===== src/rtl/csr_pkg.sv =====
// Shared constants, state encoding and SYSTEM-opcode decode for the CSR/trap sequencer.
package csr_pkg;

  localparam int unsigned CSR_AW = 12;
  localparam int unsigned REG_AW = 5;

  localparam logic [CSR_AW-1:0] MSTATUS = 12'h300;
  localparam logic [CSR_AW-1:0] MTVEC   = 12'h305;
  localparam logic [CSR_AW-1:0] MEPC    = 12'h341;
  localparam logic [CSR_AW-1:0] MCAUSE  = 12'h342;

  localparam logic [6:0] OPC_SYSTEM = 7'h73;

  localparam logic [2:0] F3_PRIV = 3'b000;
  localparam logic [2:0] F3_RW   = 3'b001;
  localparam logic [2:0] F3_RS   = 3'b010;
  localparam logic [2:0] F3_RC   = 3'b011;
  localparam logic [2:0] F3_RSV  = 3'b100;
  localparam logic [2:0] F3_RWI  = 3'b101;
  localparam logic [2:0] F3_RSI  = 3'b110;
  localparam logic [2:0] F3_RCI  = 3'b111;

  localparam logic [31:0] INST_ECALL  = 32'h0000_0073;
  localparam logic [31:0] INST_MRET   = 32'h3020_0073;
  localparam logic [31:0] INST_EBREAK = 32'h0010_0073;

  typedef enum logic [2:0] {
    IDLE, READ, WRITE, EPC, CAUSE, VEC, MRET_RD, DONE
  } state_e;

  typedef enum logic [2:0] {
    OP_CSR, OP_ECALL, OP_MRET, OP_EBREAK, OP_ILLEGAL
  } sys_op_e;

  // Instruction fields still needed after the accept cycle
  typedef struct packed {
    logic [REG_AW-1:0] rd;
    logic [REG_AW-1:0] rs1;
    logic [2:0]        funct3;
  } csr_fields_t;

  function automatic sys_op_e decode_op(input logic [31:0] inst);
    sys_op_e op;
    op = OP_ILLEGAL;
    if (inst == INST_ECALL)
      op = OP_ECALL;
    else if (inst == INST_MRET)
      op = OP_MRET;
    else if (inst == INST_EBREAK)
      op = OP_EBREAK;
    else if (inst[6:0] == OPC_SYSTEM && inst[14:12] != F3_PRIV && inst[14:12] != F3_RSV)
      op = OP_CSR;
    return op;
  endfunction

endpackage


===== src/rtl/csr_alu.sv =====
// Read-modify-write datapath for Zicsr ops: new CSR value and whether to write it.
module csr_alu #(
  parameter int unsigned XLEN = 32
) (
  input  logic [1:0]      op,
  input  logic [XLEN-1:0] old_val,
  input  logic [XLEN-1:0] src_val,
  input  logic [4:0]      rs1_field,
  output logic [XLEN-1:0] new_c,
  output logic            do_write_c
);

  // op is funct3[1:0]: 01 swap, 10 set, 11 clear; register and immediate forms share it
  always_comb begin
    new_c      = src_val;
    do_write_c = 1'b1;
    case (op)
      2'b10: begin
        new_c      = old_val | src_val;
        do_write_c = (rs1_field != 5'd0);
      end
      2'b11: begin
        new_c      = old_val & ~src_val;
        do_write_c = (rs1_field != 5'd0);
      end
      default: ;
    endcase
  end

endmodule


===== src/rtl/csr_trap_ctrl.sv =====
// Sequencer between the core and the CSR file: Zicsr read-modify-write plus ecall/mret/ebreak flows.
module csr_trap_ctrl
  import csr_pkg::*;
#(
  parameter int unsigned    XLEN         = 32,
  parameter logic [XLEN-1:0] MCAUSE_ECALL = XLEN'(32'hb)
) (
  input  logic              clk,
  input  logic              rst,
  input  logic              in_valid,
  output logic              in_ready,
  input  logic [31:0]       inst,
  input  logic [XLEN-1:0]   pc,
  input  logic [XLEN-1:0]   rs1_data,
  output logic [CSR_AW-1:0] csr_addr,
  output logic [XLEN-1:0]   csr_wdata,
  output logic              csr_wen,
  input  logic [XLEN-1:0]   csr_rdata,
  output logic              out_valid,
  input  logic              out_ready,
  output logic              rd_wen,
  output logic [REG_AW-1:0] rd_addr,
  output logic [XLEN-1:0]   rd_wdata,
  output logic              redirect_valid,
  output logic [XLEN-1:0]   redirect_pc,
  output logic              ebreak,
  output logic              illegal
);

  state_e            state_q, state_d;
  csr_fields_t       fields_q, fields_d;
  logic [XLEN-1:0]   src_q, src_d;

  logic              in_ready_d;
  logic [CSR_AW-1:0] csr_addr_d;
  logic [XLEN-1:0]   csr_wdata_d;
  logic              csr_wen_d;
  logic              out_valid_d;
  logic              rd_wen_d;
  logic [REG_AW-1:0] rd_addr_d;
  logic [XLEN-1:0]   rd_wdata_d;
  logic              redirect_valid_d;
  logic [XLEN-1:0]   redirect_pc_d;
  logic              ebreak_d;
  logic              illegal_d;

  logic [XLEN-1:0]   alu_new_c;
  logic              alu_do_write_c;

  csr_alu #(.XLEN(XLEN)) u_alu (
    .op         (fields_q.funct3[1:0]),
    .old_val    (csr_rdata),
    .src_val    (src_q),
    .rs1_field  (fields_q.rs1),
    .new_c      (alu_new_c),
    .do_write_c (alu_do_write_c)
  );

  // Next-state and next-output logic; every output is registered, so CSR pins lead the state by one edge
  always_comb begin
    state_d          = state_q;
    fields_d         = fields_q;
    src_d            = src_q;
    csr_addr_d       = csr_addr;
    csr_wdata_d      = csr_wdata;
    csr_wen_d        = 1'b0;
    out_valid_d      = out_valid;
    rd_wen_d         = rd_wen;
    rd_addr_d        = rd_addr;
    rd_wdata_d       = rd_wdata;
    redirect_valid_d = redirect_valid;
    redirect_pc_d    = redirect_pc;
    ebreak_d         = ebreak;
    illegal_d        = illegal;

    case (state_q)
      IDLE: begin
        if (in_valid) begin
          fields_d.rd     = inst[11:7];
          fields_d.rs1    = inst[19:15];
          fields_d.funct3 = inst[14:12];
          src_d           = inst[14] ? XLEN'(inst[19:15]) : rs1_data;
          case (decode_op(inst))
            OP_CSR: begin
              state_d    = READ;
              csr_addr_d = inst[31:20];
            end
            OP_ECALL: begin
              state_d     = EPC;
              csr_addr_d  = MEPC;
              csr_wdata_d = pc;
              csr_wen_d   = 1'b1;
            end
            OP_MRET: begin
              state_d    = MRET_RD;
              csr_addr_d = MEPC;
            end
            OP_EBREAK: begin
              state_d     = DONE;
              out_valid_d = 1'b1;
              ebreak_d    = 1'b1;
            end
            default: begin
              state_d     = DONE;
              out_valid_d = 1'b1;
              illegal_d   = 1'b1;
            end
          endcase
        end
      end
      READ: begin
        state_d     = WRITE;
        csr_wdata_d = alu_new_c;
        csr_wen_d   = alu_do_write_c;
        rd_addr_d   = fields_q.rd;
        rd_wdata_d  = csr_rdata;
      end
      WRITE: begin
        state_d     = DONE;
        out_valid_d = 1'b1;
        rd_wen_d    = (fields_q.rd != '0);
      end
      EPC: begin
        state_d     = CAUSE;
        csr_addr_d  = MCAUSE;
        csr_wdata_d = MCAUSE_ECALL;
        csr_wen_d   = 1'b1;
      end
      CAUSE: begin
        state_d    = VEC;
        csr_addr_d = MTVEC;
      end
      VEC: begin
        state_d          = DONE;
        out_valid_d      = 1'b1;
        redirect_valid_d = 1'b1;
        redirect_pc_d    = {csr_rdata[XLEN-1:2], 2'b00};
      end
      MRET_RD: begin
        state_d          = DONE;
        out_valid_d      = 1'b1;
        redirect_valid_d = 1'b1;
        redirect_pc_d    = csr_rdata;
      end
      DONE: begin
        if (out_ready) begin
          state_d          = IDLE;
          out_valid_d      = 1'b0;
          rd_wen_d         = 1'b0;
          redirect_valid_d = 1'b0;
          ebreak_d         = 1'b0;
          illegal_d        = 1'b0;
        end
      end
      default: state_d = IDLE;
    endcase

    in_ready_d = (state_d == IDLE);
  end

  always_ff @(posedge clk or posedge rst) begin
    if (rst) begin
      state_q        <= IDLE;
      fields_q       <= '0;
      src_q          <= '0;
      in_ready       <= 1'b1;
      csr_addr       <= '0;
      csr_wdata      <= '0;
      csr_wen        <= 1'b0;
      out_valid      <= 1'b0;
      rd_wen         <= 1'b0;
      rd_addr        <= '0;
      rd_wdata       <= '0;
      redirect_valid <= 1'b0;
      redirect_pc    <= '0;
      ebreak         <= 1'b0;
      illegal        <= 1'b0;
    end else begin
      state_q        <= state_d;
      fields_q       <= fields_d;
      src_q          <= src_d;
      in_ready       <= in_ready_d;
      csr_addr       <= csr_addr_d;
      csr_wdata      <= csr_wdata_d;
      csr_wen        <= csr_wen_d;
      out_valid      <= out_valid_d;
      rd_wen         <= rd_wen_d;
      rd_addr        <= rd_addr_d;
      rd_wdata       <= rd_wdata_d;
      redirect_valid <= redirect_valid_d;
      redirect_pc    <= redirect_pc_d;
      ebreak         <= ebreak_d;
      illegal        <= illegal_d;
    end
  end

endmodule


===== config.mk =====
export PLATFORM = sky130hd
export DESIGN_NAME = csr_trap_ctrl
export DESIGN_NICKNAME = d
export VERILOG_FILES = /design/src/rtl/csr_pkg.sv /design/src/rtl/csr_alu.sv /design/src/rtl/csr_trap_ctrl.sv
export SDC_FILE = /design/constraint.sdc
export NUM_CORES = 1
export LEC_CHECK = 0
export CAP_MARGIN = 0
export CORE_MARGIN = 10
export CORE_UTILIZATION = 50
export DETAILED_ROUTE_END_ITERATION = 10
export PLACE_DENSITY = 0.87
export SLEW_MARGIN = 10
export SYNTH_ARGS = -nofsm -noshare
export SYNTH_HDL_FRONTEND = slang
export SYNTH_SLANG_ARGS = --single-unit

===== constraint.sdc =====
create_clock -name clk -period 11.65 [get_ports clk]
set_input_delay 1.165 -clock clk [delete_from_list [all_inputs] [get_ports clk]]
set_output_delay 1.165 -clock clk [all_outputs]
set_load 0.02 [all_outputs]

==> results.md <==
Worst setup path:
- The largest single stage delay on the critical path is between 0.5 and 0.6 ns.
- STA puts the critical path data arrival time at approximately 3.8 ns.
- The category of the critical setup timing path is in -> reg.
- Data on the critical path is required at its endpoint by roughly 12 ns.
- Walking the worst path, the cells encountered are clkdlybuf4s50_1 > or4_4 > or3_1 > or4_1 > buf_4 > nand2_4 > a2bb2oi_1.
- The kind of cell with the highest combined delay along the critical path is simple AND/OR/NAND/NOR gates.
- The kind of start point of the critical path is a primary input.
- Along the worst path, the maximum fanout reaches 36.
- The category of the worst setup path capture point is a flip-flop.
- On the critical path, the stage with the largest delay is an instance of or4_4.
- The buffering stage count on the worst path with inverters included is 2.

Clocking:
- The TritonCTS clock tree is built.
- In this run, post-CTS repair resized a total of 0 instances.
- The number of clock buffers added by TritonCTS is 17.
- The number of buffers added for setup after CTS is 0.
- The H-tree was split into 4 levels.
- Buffers inserted to repair hold after CTS numbered 0.
- The CTS clock-pin slew for the worst setup and hold paths is around 0.060 ns.
- The clock reaches the later pin of the worst-skew pair after roughly 0.42 ns.
- The number of clock sinks is about 170.
- Clock tree synthesis selected as its root buffer the cell clkbuf_16.
- The maximum clock path buffer count is 2.

Logic synthesis:
- Among all flip-flop cells after synthesis, the most frequent one is dfrtp_1.
- The number of nets in the synthesized netlist is 854.
- The total standard cell area after synthesis is 7460 sq um.
- The count of yosys warnings during synthesis is 0.
- By area the synthesized netlist is led by dfrtp_1 56%, mux2_2 10%, nand2_1 8.9%.
- The portion of the post-synthesis area used by sequential elements is 0.561.
- After synthesis, the mean cell area works out to just over 10 sq um.
- The cell type with the highest aggregate area in the netlist is dfrtp_1.
- The flip-flop and latch count after synthesis is 167.
- The number of unique standard cell types used by synthesis is 46.
- Sorting the synthesized cells by how often they occur yields 177 x nand2_1, 166 x dfrtp_1, 101 x o21ai_0, 68 x mux2_2, 42 x clkbuf_1.
- The synthesized instance count is just over 700.
- The proportion of netlist area held by the largest area contributor is 0.557.
- The most common cell in the netlist is nand2_1.
- The async set-or-reset flop fraction in the synthesized netlist is 1.00.
- The count of flip-flops with a built-in enable after synthesis is 0.

GRT:
- The number of global-route vias before repair is roughly 6,600.
- The global-route usage over all layers is 0.234.
- The pin count of the biggest net entering global routing is 96.
- For this run the aggregate overflow at the end of global routing stands at 0.
- The first-pass GRT wire length is between 30 and 40 mm.
- The number of antenna violations at the first check in global routing is 3.

Timing:
- The upper clock frequency limit is 0.289 GHz.
- The relative slew slack is 0.266.
- At the pin with the least slew margin, the transition time is roughly 1.1 ns.
- The final count of pins violating max slew is 0.
- Of the available clock period, the critical path in the final layout requires 0.297.
- The hold violation count in the final report is 0.
- Clock skew on the completed layout was measured at approximately 0.0095 ns.
- The count of endpoints failing setup in the final report is 0.
- The setup TNS is 0 ns.
- The worst path meets setup with approximately 8.2 ns of slack.
- Setup repair after global routing left no endpoint under its margin.
- Counting I/O delays and the setup requirement, the final critical path takes between 3 and 4 ns.

Routing:
- The remaining antenna violation count is 0.
- The number of vias after detailed routing is 6,491.
- The vias per cell is between 5 and 6.
- The average wire per standard cell is 20.8 microns.
- The DRC violation count after routing is 0.
- The number of design-rule violations left by the first detailed-router iteration is 480.
- Before antenna repair, the detailed router went through 5 iterations.
- The routed wire length is between 20 and 25 mm.

Floorplan:
- The height of the chip is about 140 microns.
- The top-level I/O count is ~250.
- The die outline width is 142 microns.
- The initial utilization of the core area, before any placement, comes to 0.511.
- The die covers a little over 20,000 sq um.
- The floorplan has 44 rows.
- The total area inside the core boundary comes to 14,600 sq um.

Placement:
- At the placement stage, the worst setup path has a slack of 7.77 ns.
- The number of port buffers is roughly 250.
- The HPWL reported at the end of detailed placement is ~17 mm.
- The placer's final routability congestion estimate is slightly below 0.9.

Min path:
- The worst min-delay path category is reg -> reg.

Cells and area:
- Of the cells placed in the final design, the portion with a size suffix greater than 1 is 0.121.
- The net count reported at finish is approximately 1,100.
- The number of filler instances in the final layout is 1,035.
- Compared with the post-synthesis result, the final layout area differs by 43.3%.

Job:
- The max-capacitance violation count is 0.

Pwr:
- In this run the power density over the cells is 289 nW/um^2.
- The worst ir drop on vdd is between 0.15 and 0.2 mV.
- The leakage power summed over all cells is around 4.5 nW.

Run status:
- The flow ran to the end, and the final reports show no timing, DRC or antenna violations.
[layout by cell type, fill, tap and decap left out, drive strengths merged, types with 2 or more instances in the layout]
master,instances
clkinvlp,5
clkinv,3
a32o,4
nand2,178
a2bb2oi,31
o211ai,3
nor2,12
dfrtp,166
buf,8
diode,2
a22oi,4
clkbuf,20
a41oi,2
mux2,68
a221o,2
bufinv,4
nand4,2
a31oi,2
clkdlybuf4s50,251
a22o,6
nor4,6
and3,2
o31ai,3
nor3,6
a21oi,7
o21ai,101
inv,12
mux2i,5
or3,4
or4,3
nand2b,30
[metrics by stage]
step | hold WS, ns | instance area, sq um | utilization | power, W | instances
finish | 0.482 | 10700 | 0.733 | 0.00309 | 1151
global route | 0.519 | 10700 | 0.733 | 0.00326 | 1151
CTS | 0.486 | 10700 | 0.732 | 0.00310 | 1149
detailed placement | 0.469 | 10100 | 0.689 | 0.00250 | 1117
global placement | 0.459 | 10100 | 0.689 | 0.00244 | 1117
floorplan | 0.446 | 7460 | - | 0.00185 | 722
[power breakdown]
group / internal [W] / switching (W)
Combinational: 0.000710 / 0.000728
Clock: 0.000364 / 0.000232
Sequential: 0.000859 / 0.000193
Total: 0.00193 / 0.00115
[final cells by class]
class,count,area [sq um],share of cell area
clock buffer,20,447,0.0418
sequential,167,4180,0.391
clock inverter,12,176,0.0165
antenna,2,5.00,0.000468
inverter,12,50.0,0.00468
tap,184,230,0.0215
multi-input combinational,495,3030,0.283
timing repair buffer,259,2570,0.241
[layer usage]
layer / share of wire / track usage
met5: 0.00075 / 0
met4: 0.026 / 0.0866
met3: 0.096 / 0.0734
met2: 0.49 / 0.379
met1: 0.39 / 0.287
[kinds of logic after synthesis]
family,after synthesis,synth area share
XOR/XNOR,1,0.00117
flip-flops,167,0.561
multiplexers,73,0.109
AO/OA/AOI/OAI,174,0.149
AND/OR/NAND/NOR,247,0.145
buffers and inverters,60,0.0356
[final timing paths]
kind / startpoint / end / slack [ns] / depth (start not counted)
min in group asynchronous: rst / rd_wdata[5] / 1.28 / 2
worst min-delay path: fields_q[0] / fields_q[0] / 0.48 / 2
worst max-delay path: inst[28] / csr_wdata[27] / 8.19 / 7
worst max register to register: state_q[0] / csr_wdata[1] / 8.54 / 5
worst min register to register: fields_q[0] / fields_q[0] / 0.48 / 2
max in group asynchronous: rst / fields_q[4] / 8.95 / 3
[worst register-to-register path: stages, from the launching register on]
cell      delay, ns
dfrtp_1        0.79
nand2b_2       0.66
nor2_4         0.23
buf_4          0.69
o211ai_1       0.36
a32o_1         0.28
[flip-flops by register name, indices dropped and copies added, names as in the netlist, 3 cells and up]
signal       cells
fields_q        12
rd_wdata        32
redirect_pc     32
csr_wdata       32
src_q           32
state_q          3
csr_addr        12
rd_addr          5
(Power assumes the default switching activity.)
